### src/rtl/display_scan_ctrl_pkg.sv
// Shared calculator definitions: key-code constants used by the scan controller,
// the segment converter and the keypad decoder.
package display_scan_ctrl_pkg;

   typedef logic [3:0] key_t;

   localparam key_t KEY_PLUS = 4'hA;
   localparam key_t KEY_MIN  = 4'hB;
   localparam key_t KEY_MULT = 4'hC;
   localparam key_t KEY_DIV  = 4'hD;
   localparam key_t KEY_EQ   = 4'hE;
   localparam key_t KEY_NUL  = 4'hF;

endpackage

### src/rtl/refresh_tick_gen.sv
// Digit-slot prescaler: free-running count 0..REFRESH_DIV-1 with a terminal-count tick.
module refresh_tick_gen #(
   parameter int REFRESH_DIV = 50000,
   parameter int CW          = $clog2(REFRESH_DIV)
) (
   input  logic          clk,
   input  logic          rst,
   output logic [CW-1:0] cnt,
   output logic          tick
);

   assign tick = (cnt == CW'(REFRESH_DIV - 1));

   always_ff @(posedge clk) begin
      if (rst)       cnt <= '0;
      else if (tick) cnt <= '0;
      else           cnt <= cnt + 1'b1;
   end

endmodule

### src/rtl/display_scan_ctrl.sv
// Multi-digit 7-segment scan controller: shifting key-entry buffer, time-multiplexed
// onto one code-to-segment converter, with blanked guard cycles at each slot start.
module display_scan_ctrl
   import display_scan_ctrl_pkg::*;
#(
   parameter int N_DIGITS    = 4,
   parameter int REFRESH_DIV = 50000,
   parameter int GUARD_CYC   = 2
) (
   input  logic                clk,
   input  logic                rst,
   input  logic                key_valid,
   input  logic [3:0]          key_code,
   input  logic                clear,
   output logic [3:0]          tecla,
   output logic [N_DIGITS-1:0] an,
   output logic                buf_full
);

   localparam int CW = $clog2(REFRESH_DIV);
   localparam int IW = $clog2(N_DIGITS + 1);
   localparam int SW = $clog2(N_DIGITS);
   localparam logic [IW-1:0]       LAST_IDX = IW'(N_DIGITS - 1);
   localparam logic [IW-1:0]       FULL_CNT = IW'(N_DIGITS);
   localparam logic [N_DIGITS-1:0] AN_ONE   = N_DIGITS'(1);

   key_t          ent [N_DIGITS];
   logic [IW-1:0] count;
   logic [IW-1:0] count_nx;
   logic [IW-1:0] idx;
   logic [CW-1:0] cnt;
   logic          tick;
   logic          accept;

   refresh_tick_gen #(
      .REFRESH_DIV (REFRESH_DIV),
      .CW          (CW)
   ) u_tick (
      .clk  (clk),
      .rst  (rst),
      .cnt  (cnt),
      .tick (tick)
   );

   // clear has priority; a key on a full buffer is silently dropped
   assign accept = key_valid && !clear && (count < FULL_CNT);

   always_comb begin
      count_nx = count;
      if (clear)       count_nx = '0;
      else if (accept) count_nx = count + 1'b1;
   end

   always_ff @(posedge clk) begin
      if (rst) begin
         for (int i = 0; i < N_DIGITS; i++) ent[i] <= KEY_NUL;
         count    <= '0;
         idx      <= '0;
         an       <= '1;
         tecla    <= KEY_NUL;
         buf_full <= 1'b0;
      end else begin
         count    <= count_nx;
         buf_full <= (count_nx == FULL_CNT);
         if (clear) begin
            for (int i = 0; i < N_DIGITS; i++) ent[i] <= KEY_NUL;
         end else if (accept) begin
            for (int i = N_DIGITS - 1; i > 0; i--) ent[i] <= ent[i-1];
            ent[0] <= key_code;
         end
         if (tick) idx <= (idx == LAST_IDX) ? '0 : idx + 1'b1;
         // output stage: one cycle behind (cnt, idx), anodes dark during the guard
         an    <= (cnt < CW'(GUARD_CYC)) ? '1 : ~(AN_ONE << idx);
         tecla <= ent[idx[SW-1:0]];
      end
   end

endmodule

### config.mk
export PLATFORM = sky130hd
export DESIGN_NAME = display_scan_ctrl
export DESIGN_NICKNAME = d
export VERILOG_FILES = /design/src/rtl/display_scan_ctrl_pkg.sv /design/src/rtl/refresh_tick_gen.sv /design/src/rtl/display_scan_ctrl.sv
export SDC_FILE = /design/constraint.sdc
export NUM_CORES = 1
export LEC_CHECK = 0
export BUFFER_PORTS_ARGS = -buffer_cell sky130_fd_sc_hd__buf_2
export CORE_MARGIN = 4
export CORE_UTILIZATION = 50
export CTS_CLUSTER_SIZE = 12
export DETAILED_ROUTE_END_ITERATION = 12
export PLACE_DENSITY = 0.69
export SYNTH_ARGS = -nofsm -noshare
export SYNTH_HDL_FRONTEND = slang
export SYNTH_SLANG_ARGS = --single-unit
### constraint.sdc
create_clock -name clk -period 2.5 [get_ports clk]
set_input_delay 0.25 -clock clk [delete_from_list [all_inputs] [get_ports clk]]
set_output_delay 0.25 -clock clk [all_outputs]
set_load 0.05 [all_outputs]
# --- Yosys cells after proc, flatten, opt, wreduce, memory -nomap -nowiden ---
# Memories as Yosys holds them, arrays and structs flattened. A register that Yosys moved wholly into a read port is not among the register bits.
# Index checks and enable logic that the tools add are counted.
# Widths: inputs -> output; s select.
totals:
  register_bits: 27
  ram_bits: 16
  inputBits: 8
  out_inout_bits: 9
  wordCells: 49
  memories: 1
op_classes:
  add_sub_neg: 3
  order_cmp: 2
  n_eq_ne: 3
  shifts: 1
  muxes: 20
  bitwise_logic: 9
  reduce_logical: 5
memory_table:
  columns: ["memory", "depth", "word_bits", "rd", "rd_ports_with_merged_regs", "write_ports", "line", "text"]
  rows:
  - ["ent", 4, 4, 4, 1, 4, "display_scan_ctrl.sv:27", "key_t ent [N_DIGITS];"]
ops:
  columns: ["cell", "n"]
  rows:
  - ["$mux 4", 8]
  - ["$add 16x1->16 const B", 1]
  - ["$eq 16x16->1 const B", 1]
  - ["$lt 16x2->1 const B", 1]
  - ["$mux 1", 9]
  - ["$mux 3", 3]
  - ["$or 1x1->1", 8]
  - ["$add 3x1->3 const B", 2]
  - ["$not 4->4", 1]
  - ["$reduce_or 2->1", 2]
  - ["$shl 1x3->4 const A", 1]
  - ["$eq 3x2->1 const B", 1]
  - ["$eq 3x3->1 const B", 1]
  - ["$lt 3x3->1 const B", 1]
  - ["$logic_and 1x1->1", 2]
  - ["$logic_not 1->1", 1]

# --- Longest topological paths before layout ---
# Gate-level depths: netlist (run 1).
depth:
  depth_word: 8
  depth_mapped: 7
  depth_no_buf: 5

# --- Cells and area by module ---
# From an unflattened synthesis (run 1), not the netlist that was laid out.
hier_totals:
  hier_cells: 190
  area_unflattened_um2: 2005.7
modules_own_cells:
  columns: ["module", "instances", "cells_per_inst", "area_each_um2", "seq_area_each_um2"]
  rows:
  - ["display_scan_ctrl", 1, 109, 1295.0, 740.7]
  - ["refresh_tick_gen", 1, 81, 710.7, 320.3]

# --- Worst setup path after synthesis (run 1) ---
# Ideal clock, no wire load.
synth_path:
  path_type: "register to register"
  startpoint: "reg u_tick.cnt[13]"
  endpoint: "reg u_tick.cnt[12]"
  setup_ps: 115
  arrival_ps: 1645
  t_required_ps: 2385
  setup_slack_ps: 741
  stages_incl_launch_ff: 7
  n_path_buf: 2
  period_less_slack_ps: 1759
  path_cell_list: "dfxtp_1 -> or4_4 -> nor4_4 -> or2_1 -> buf_6 -> buf_8 -> nor2_1"
synth_between:
  elab_chain_cells: 2
synth_rtl:
  columns: ["element", "line", "text"]
  rows:
  - ["start, declared", "refresh_tick_gen.sv:8", "output logic [CW-1:0] cnt,"]
  - ["start signal, assigned", "refresh_tick_gen.sv:17", "else cnt <= cnt + 1'b1;"]
  - ["$eq 16x16->1", "refresh_tick_gen.sv:12", "assign tick = (cnt == CW'(REFRESH_DIV - 1));"]
  - ["$reduce_or 2->1 (no line)", null, null]
# Every way passes these cells.
# A chain may end at the register's enable or synchronous reset.

# --- Worst setup path after layout (run 1) ---
layout_path:
  startpoint: "reg u_tick.cnt[13]"
  endpoint: "reg u_tick.cnt[3]"
# Same word-level chain as after synthesis.

==> results of run 1 <==
==> power by group through the flow <==
stage | Clock [mW] | Sequential, mW | Combinational [mW]
finish | 0.461 | 0.805 | 0.0772
global route | 0.506 | 0.808 | 0.0856
CTS | 0.472 | 0.805 | 0.0779
detailed placement | 0 | 0.823 | 0.0776
global placement | 0 | 0.822 | 0.0737
floorplan | 0 | 0.835 | 0.0478
==> routing by layer <==
metal | GRT usage | up-vias | routed length [µm]
li1 | - | 690 | -
met1 | 0.185 | 666 | 1530
met2 | 0.243 | 49 | 1660
met3 | 0.0568 | 7 | 254
met4 | 0.0668 | 0 | 62
met5 | 0 | - | 0
==> stage by stage <==
step	util	setup slack [ns]
after global routing	0.577	0.289
after global placement	0.553	0.581
after detailed placement	0.553	0.479
final	0.577	0.459
after floorplan	-	0.741
after CTS	0.577	0.452
==> registers in the layout (all words and copies together), names as in the netlist <==
signal and flops:
an 4, buf_full 1, count 3, ent 16
idx 3, tecla 4, u_tick.cnt 16
==> cell families (layout without fill, tap and decap cells) <==
logic type,count (synthesis),in the layout,synth area share
AND/OR/NAND/NOR,93,93,0.240
buffers and inverters,16,32,0.0398
multiplexers,6,6,0.0556
AO/OA/AOI/OAI,9,9,0.0291
adder cells (fa/ha/maj),6,6,0.0379
flip-flops,47,47,0.536
XOR/XNOR,14,14,0.0619
==> cells in the final DEF, fill, tap and decap left out, types with 2 or more instances in the layout <==
cell type,synthesis,final
sky130_fd_sc_hd__a21oi_1,4,4
sky130_fd_sc_hd__buf_2,0,16
sky130_fd_sc_hd__clkbuf_8,0,6
sky130_fd_sc_hd__dfxtp_1,35,35
sky130_fd_sc_hd__edfxtp_1,12,12
sky130_fd_sc_hd__ha_1,6,6
sky130_fd_sc_hd__inv_1,8,8
sky130_fd_sc_hd__mux2i_1,2,2
sky130_fd_sc_hd__mux4_2,4,4
sky130_fd_sc_hd__nand2_1,19,19
sky130_fd_sc_hd__nand3_1,10,10
sky130_fd_sc_hd__nand4_1,4,4
sky130_fd_sc_hd__nor2_1,25,25
sky130_fd_sc_hd__nor3_1,5,5
sky130_fd_sc_hd__nor4_1,5,5
sky130_fd_sc_hd__or2_2,4,4
sky130_fd_sc_hd__or3_1,14,14
sky130_fd_sc_hd__xnor2_1,13,13
==> worst max-delay path by stage <==
stage                                end  cells after the start      startpoint  slack [ns]
after floorplan           u_tick.cnt[12]                      6  u_tick.cnt[13]        0.74
after global placement     u_tick.cnt[7]                      4  u_tick.cnt[13]        0.58
after detailed placement   u_tick.cnt[3]                      4  u_tick.cnt[13]        0.48
after CTS                  u_tick.cnt[3]                      4  u_tick.cnt[13]        0.45
after global routing       u_tick.cnt[3]                      4  u_tick.cnt[13]        0.29
final                      u_tick.cnt[3]                      4  u_tick.cnt[13]        0.46
==> final cells by class <==
type | instances | area, µm²
clock buffers | 7 | 86.3
clock inverters | 1 | 3.75
repair buffers | 16 | 80.1
flip-flops and latches | 47 | 1060
well taps | 48 | 60.1
fillers | 340 | 1580
inverters | 8 | 30.0
multi-input cells | 128 | 840
==> Flow_metrics.wiki, run 1 <==
{| class="wikitable"
! Metric !! Value
|-
| Worst Hold Path Cells || 2
|-
| Final number of hold-violating endpoints || 0
|-
| Post-Synthesis Cells || between 150 and 200
|-
| Clock Path Buffers || 2
|-
| Yosys reg bits || 47
|-
| Pin slew with the least headroom to its limit || 0.772 ns
|-
| Critical Path Fanout Max || 15
|-
| Reg power frac || 0.599
|-
| Worst reg2reg endpoint || u_tick.cnt[3]
|-
| Final period utilization || 0.816
|-
| Number of H-tree branching levels || 2
|-
| Cell Area, Synth || 1980 µm²
|-
| Worst R2R Path Depth || 4
|-
| Non-Filler Cell Area, Final || 2160 µm²
|-
| Cells taking the most area after synthesis || sky130_fd_sc_hd__dfxtp_1 (35%), sky130_fd_sc_hd__edfxtp_1 (18%), sky130_fd_sc_hd__xnor2_1 (5.8%)
|-
| Buffers & Inverters on Critical Path || 0
|-
| Portion of total power attributed to the clock network || 0.343
|-
| Crit-path cells || or4_4, nor4_4, or2_1, nor2_1
|-
| Average detailed-routed wire length per instance || 13.8 µm
|-
| Core area || between 3000 and 4000 µm²
|-
| Fraction of synthesized cell area taken by the top area cell type || 0.354
|-
| Initial detailed-routing violation count || 73
|-
| Most frequent cells after synthesis || sky130_fd_sc_hd__dfxtp_1 (35), sky130_fd_sc_hd__nor2_1 (25), sky130_fd_sc_hd__nand2_1 (19), sky130_fd_sc_hd__or3_1 (14), sky130_fd_sc_hd__xnor2_1 (13)
|-
| Post-Syn Nets || 205
|-
| Buffers on Ports || 16
|-
| Number of enable flip-flop cells after synthesis || 12
|-
| Post-Layout Cell Count || 255
|-
| CTS sink cnt || 47
|-
| Total of hold buffers inserted after clock tree synthesis || 0
|-
| Pin count of the biggest net entering global routing || 20
|-
| Path type of the worst setup path || flip-flop to flip-flop
|-
| Worst setup skew after layout || 0.00413 ns
|-
| Vias in the first global route || 1299
|-
| DRC || 0
|-
| Cell type with the highest aggregate area in the netlist || sky130_fd_sc_hd__dfxtp_1
|-
| Share of total power in combinational logic || 0.057
|-
| Total Neg Setup Slack || 0 ns
|-
| Number of buffers inserted by post-CTS setup repair || 0
|-
| Antenna Nets Post-Route || 0
|-
| Overall die area || between 5000 and 6000 µm²
|-
| Data required time at the worst endpoint || 2.67 ns
|-
| Leading register cell type out of synthesis || sky130_fd_sc_hd__dfxtp_1
|-
| Largest incremental delay on the critical path || 0.56 ns
|-
| Fraction of synthesis flops using an asynchronous set or reset pin || 0
|-
| Post-Place Cells || 247
|-
| Hold EP || ent[0][2]
|-
| Run status || completed
|-
| Maximum frequency from static timing analysis || 490 MHz
|-
| Root cell of the clock tree || sky130_fd_sc_hd__clkbuf_8
|-
| Post-cts sizing count || 0
|-
| Switching power summed over all nets || 0.301 mW
|-
| Startpoint Class || flip-flop
|-
| Antenna violations before repair || 0
|-
| Number of nets in the layout || 220
|-
| Top Ports || 17
|-
| Internal power contribution || 1.04 mW
|-
| Max Transition Viols Final || 0
|-
| Total via count after detailed routing || 1412
|-
| Detailed placement HPWL || approximately 2500 µm
|-
| Worst path top cell family by delay || simple AND/OR/NAND/NOR gates
|-
| Count of maximum capacitance violations || 0
|-
| Ratio of cells with drive above 1 in the final layout || 0.155
|-
| Post-DP Area || 2070 µm²
|-
| Origin of the worst min-delay path || key_code[2]
|-
| R2R setup slack || 0.46 ns
|-
| Area growth syn-to-layout || 9.17%
|-
| Chip Height || 70.9 µm
|-
| Number of iterations in the first detailed-routing pass || 4
|-
| Headroom to the max-slew limit || 0.485
|-
| Row Count || 22
|-
| Initial core utilization || 0.529
|-
| Clock network latency to the later pin of the worst-skew pair || about 0.3 ns
|-
| Sequential-to-total area share from yosys stat || 0.536
|-
| TritonCTS clock tree || built
|-
| Die Width || 70.9 µm
|-
| Classification of the worst-slack hold path || primary input to flip-flop
|-
| Total design power || 1.34 mW
|-
| Switching part of the total || 0.224
|-
| Leading cell type by number of instances after synthesis || sky130_fd_sc_hd__dfxtp_1
|-
| Peak supply drop || 0.369 mV
|-
| Final number of setup-violating endpoints || 0
|-
| Clock period minus final worst setup slack || 2.04 ns
|-
| First-pass GRT wire length || just under 6000 µm
|-
| Type of element capturing the critical path || flip-flop
|-
| Launch instance of the worst register-to-register path || u_tick.cnt[13]
|-
| Worst Hold Margin || 0.210 ns
|-
| Global routing usage summed across all routing layers || 0.153
|-
| Global route overflow || 0
|-
| RePlAce Congestion || 0.884
|-
| Count of cell types in the netlist || 32
|-
| Number of synthesis warnings || 0
|-
| Ratio of routed vias to standard cells || 5.54
|-
| Clock transition at path regs || 0.08 ns
|-
| Leakage power || 0.700 nW
|-
| Number of antenna cells inserted || 0
|-
| RSZ-0062 raised after global routing || false
|-
| Total wire length || around 3500 µm
|-
| PwrDens || 622 nW/µm²
|-
| Synthesized area per cell || 10.4 µm²
|-
| Number of buffers added by the clock tree synthesis step || 5
|-
| Slowest cell on the critical path || sky130_fd_sc_hd__or4_4
|-
| Signal arrival time at the worst endpoint || about 2.2 ns
|}
Power figures use the tool's default switching activity.
==> run 2: changes to the inputs <==
--- a/config.mk
+++ b/config.mk
@@ -5,12 +5,13 @@
 export SDC_FILE = /design/constraint.sdc
 export NUM_CORES = 1
 export LEC_CHECK = 0
+export ABC_AREA = 1
 export BUFFER_PORTS_ARGS = -buffer_cell sky130_fd_sc_hd__buf_2
 export CORE_MARGIN = 4
 export CORE_UTILIZATION = 50
 export CTS_CLUSTER_SIZE = 12
 export DETAILED_ROUTE_END_ITERATION = 12
-export PLACE_DENSITY = 0.69
+export PLACE_DENSITY = 0.71
 export SYNTH_ARGS = -nofsm -noshare
 export SYNTH_HDL_FRONTEND = slang
 export SYNTH_SLANG_ARGS = --single-unit
==> constraint.sdc (replaced) <==
create_clock -name clk -period 1.7 [get_ports clk]
set_input_delay 0.17 -clock clk [delete_from_list [all_inputs] [get_ports clk]]
set_output_delay 0.17 -clock clk [all_outputs]
set_load 0.05 [all_outputs]
==> run 2 against run 1 <==
Critical path depth grew 4. Worst setup slack lost 0.22 ns. Die area grew 7.0%. Final area grew 9.6%. Critical path type unchanged. Power grew 59%. Synthesized cell count grew 39%. Area after synthesis grew 7.9%. Via count grew 19%.
==> Flow_metrics.wiki, run 2 <==
{| class="wikitable"
! Metric !! Value
|-
| Count of maximum capacitance violations || 0 (unchanged)
|-
| Number of enable flip-flop cells after synthesis || 12 (unchanged)
|-
| Worst Hold Path Cells || 2 (unchanged)
|-
| Post-cts sizing count || 0 (unchanged)
|-
| Worst setup skew after layout || 0.00844 ns (+0.00431 ns)
|-
| Hold EP || ent[0][2]
|-
| Area growth syn-to-layout || 10.8%
|-
| Data required time at the worst endpoint || 1.90 ns (-0.77 ns)
|-
| Overall die area || 5380 µm² (+7.0%)
|-
| Ratio of routed vias to standard cells || 4.97 (-10%)
|-
| Most frequent cells after synthesis || sky130_fd_sc_hd__nand2_1 (51), sky130_fd_sc_hd__nor2_1 (47), sky130_fd_sc_hd__dfxtp_1 (35), sky130_fd_sc_hd__inv_1 (33), sky130_fd_sc_hd__nand3_1 (19)
|-
| Classification of the worst-slack hold path || primary input to flip-flop
|-
| Total via count after detailed routing || 1676 (+19%)
|-
| Number of H-tree branching levels || 2 (unchanged)
|-
| Commonest cells after routing, fill and taps aside || sky130_fd_sc_hd__nand2_1 (51), sky130_fd_sc_hd__nor2_1 (47), sky130_fd_sc_hd__dfxtp_1 (35)
|-
| Share of total power in combinational logic || 0.060 (+0.003)
|-
| Buffers & Inverters on Critical Path || 1 (+1)
|-
| Type of element capturing the critical path || flip-flop
|-
| Number of synthesis warnings || 0 (unchanged)
|-
| Die Width || 73.4 µm (+3.4%)
|-
| Crit-path cells || ha_1, nand2_2, nor2_4, inv_2, nor2_4, nand2_2, nand2_4, nor2_1
|-
| Portion of total power attributed to the clock network || 0.386 (+0.043)
|-
| Initial detailed-routing violation count || 127 (+74%)
|-
| Count of cell types in the netlist || 27 (-16%)
|-
| Switching power summed over all nets || 0.490 mW (+63%)
|-
| Number of iterations in the first detailed-routing pass || 4 (unchanged)
|-
| Root cell of the clock tree || sky130_fd_sc_hd__clkbuf_8
|-
| Path type of the worst setup path || flip-flop to flip-flop
|-
| GR Util met3 || 0.0410 (-0.0158)
|-
| Leading cell type by number of instances after synthesis || sky130_fd_sc_hd__nand2_1
|-
| Max Transition Viols Final || 0 (unchanged)
|-
| Cell Area, Synth || 2140 µm² (+7.9%)
|-
| Average detailed-routed wire length per instance || 11.7 µm (-15%)
|-
| Yosys reg bits || 47 (unchanged)
|-
| Total Neg Setup Slack || 0 ns (unchanged)
|-
| Slowest cell on the critical path || sky130_fd_sc_hd__dfxtp_1
|-
| Met1 capacity usage during global routing || 0.211 (+0.0255)
|-
| Worst path top cell family by delay || simple AND/OR/NAND/NOR gates
|-
| Synthesized area per cell || 8.03 µm² (-23%)
|-
| Chip Height || 73.4 µm (+3.4%)
|-
| Antenna violations before repair || 0 (unchanged)
|-
| RePlAce Congestion || 0.872 (-1.3%)
|-
| Detailed placement HPWL || 2920 µm (+17%)
|-
| Top flop regs || ent x16, u_tick.cnt x16
|-
| Number of antenna cells inserted || 0 (unchanged)
|-
| Number of nets in the layout || 300 (+36%)
|-
| Clock network latency to the later pin of the worst-skew pair || 0.31 ns (about the same)
|-
| Total wire length || 3940 µm (+12%)
|-
| Ratio of cells with drive above 1 in the final layout || 0.146 (-0.00825)
|-
| Final number of setup-violating endpoints || 0 (unchanged)
|-
| Headroom to the max-slew limit || 0.738 (+0.253)
|-
| Peak supply drop || 0.513 mV (+39%)
|-
| Buffers on Ports || 16 (unchanged)
|-
| Launch instance of the worst register-to-register path || u_tick.cnt[0]
|-
| DRC || 0 (unchanged)
|-
| Number of buffers inserted by post-CTS setup repair || 0 (unchanged)
|-
| Global routing usage summed across all routing layers || 0.166 (+0.0128)
|-
| Final cell utilization of the core || 0.583 (+0.00620)
|-
| Clock period minus final worst setup slack || 1.46 ns (-0.583 ns)
|-
| Number of buffers added by the clock tree synthesis step || 5 (unchanged)
|-
| Leading register cell type out of synthesis || sky130_fd_sc_hd__dfxtp_1
|-
| Reg power frac || 0.554 (-0.045)
|-
| Pin slew with the least headroom to its limit || 0.392 ns (-0.381 ns)
|-
| Internal power contribution || 1.65 mW (+58%)
|-
| Fraction of synthesis flops using an asynchronous set or reset pin || 0 (unchanged)
|-
| Post-Synthesis Cells || 266 (+39%)
|-
| Vias in the first global route || 1649 (+27%)
|-
| First-pass GRT wire length || 6890 µm (+15%)
|-
| Signal arrival time at the worst endpoint || 1.66 ns (-0.55 ns)
|-
| Final number of hold-violating endpoints || 0 (unchanged)
|-
| Cell type with the highest aggregate area in the netlist || sky130_fd_sc_hd__dfxtp_1
|-
| Critical Path Fanout Max || 16 (+1)
|-
| Initial core utilization || 0.526 (-0.00238)
|-
| PwrDens || 903 nW/µm² (+45%)
|-
| RSZ-0062 raised after global routing || false
|-
| Met2 global-route usage || 0.267 (+0.0241)
|-
| Final period utilization || 0.858 (+0.0414)
|-
| Worst Hold Margin || 0.114 ns (-0.0956 ns)
|-
| Cells taking the most area after synthesis || sky130_fd_sc_hd__dfxtp_1 (33%), sky130_fd_sc_hd__edfxtp_1 (17%), sky130_fd_sc_hd__nand2_1 (9.0%)
|-
| Pin count of the biggest net entering global routing || 17 (-15%)
|-
| R2R setup slack || 0.24 ns (-0.22 ns)
|-
| Global route overflow || 0 (unchanged)
|-
| Total design power || 2.14 mW (+59%)
|-
| Core area || 4060 µm² (+8.4%)
|-
| Switching part of the total || 0.229 (+0.00542)
|-
| Most common library cell in the layout ignoring fill and taps || sky130_fd_sc_hd__nand2_1
|-
| TritonCTS clock tree || built
|-
| Origin of the worst min-delay path || key_code[2]
|-
| Run status || completed
|-
| Total of hold buffers inserted after clock tree synthesis || 0 (unchanged)
|-
| Row Count || 23 (+4.5%)
|-
| Filler instances || 378 (+11%)
|-
| Sequential-to-total area share from yosys stat || 0.497 (-0.0393)
|-
| Clock Path Buffers || 2 (unchanged)
|-
| Clock transition at path regs || 0.09 ns (about the same)
|-
| Leakage power || 0.964 nW (+38%)
|-
| Worst reg2reg endpoint || u_tick.cnt[9]
|-
| Largest incremental delay on the critical path || 0.36 ns (-0.20 ns)
|-
| Startpoint Class || flip-flop
|-
| Fraction of synthesized cell area taken by the top area cell type || 0.328 (-0.0259)
|-
| Maximum frequency from static timing analysis || 686 MHz (+40%)
|-
| Busiest layer in global routing || met2
|-
| CTS sink cnt || 47 (unchanged)
|-
| Top Ports || 17 (unchanged)
|-
| Antenna Nets Post-Route || 0 (unchanged)
|-
| Post-Syn Nets || 280 (+37%)
|-
| Worst R2R Path Depth || 8 (+4)
|}
[run 2: area by class of cell]
cell class                 count  area [µm²]  share of cell area
sequential                    47        1060               0.448
multi-input combinational    179         905               0.382
inverter                      35         131              0.0555
timing repair buffer          18        95.1              0.0402
clock buffer                   5        68.8              0.0291
tap                           50        62.6              0.0264
clock inverter                 3        43.8              0.0185
[run 2: per-layer routing]
metal  part of all wire  up-vias
met4              0.015        0
met1               0.49      744
met3              0.049        8
li1                   -      892
met5                  0        -
met2               0.45       32
[run 2: cells by family (layout without fill, tap and decap cells)]
logic type,count (synthesis),in the layout,share of synthesized area
buf+inv,40,61,0.0797
xor+xnor,7,7,0.0287
compound gates,27,27,0.0721
simple gates,139,139,0.288
flops,47,47,0.497
fa+ha+maj,6,6,0.0351
[run 2: worst max-delay path by stage]
stage	end	cells after the start	slack (ns)	start
after detailed placement	ent[2][3]	4	0.17	rst
after global routing	u_tick.cnt[10]	8	0.08	u_tick.cnt[0]
after CTS	u_tick.cnt[9]	8	0.22	u_tick.cnt[0]
after floorplan	u_tick.cnt[11]	9	0.33	u_tick.cnt[0]
final	u_tick.cnt[9]	8	0.24	u_tick.cnt[0]
after global placement	ent[2][3]	4	0.17	rst
[run 2: per-stage QoR]
step | setup WS [ns] | instance area (µm²) | instances
6_report | 0.242 | 2370 | 337
5_1_grt | 0.0833 | 2370 | 337
4_1_cts | 0.220 | 2370 | 337
3_5_place_dp | 0.175 | 2250 | 329
3_3_place_gp | 0.172 | 2250 | 329
2_1_floorplan | 0.335 | 2140 | 266
[run 2: power by group through the flow]
stage	clock [mW]	sequential, mW	combinational [mW]
final	0.825	1.18	0.127
after global routing	0.885	1.19	0.143
after CTS	0.846	1.19	0.130
after detailed placement	0	1.21	0.129
after global placement	0	1.21	0.127
after floorplan	0	1.23	0.0729
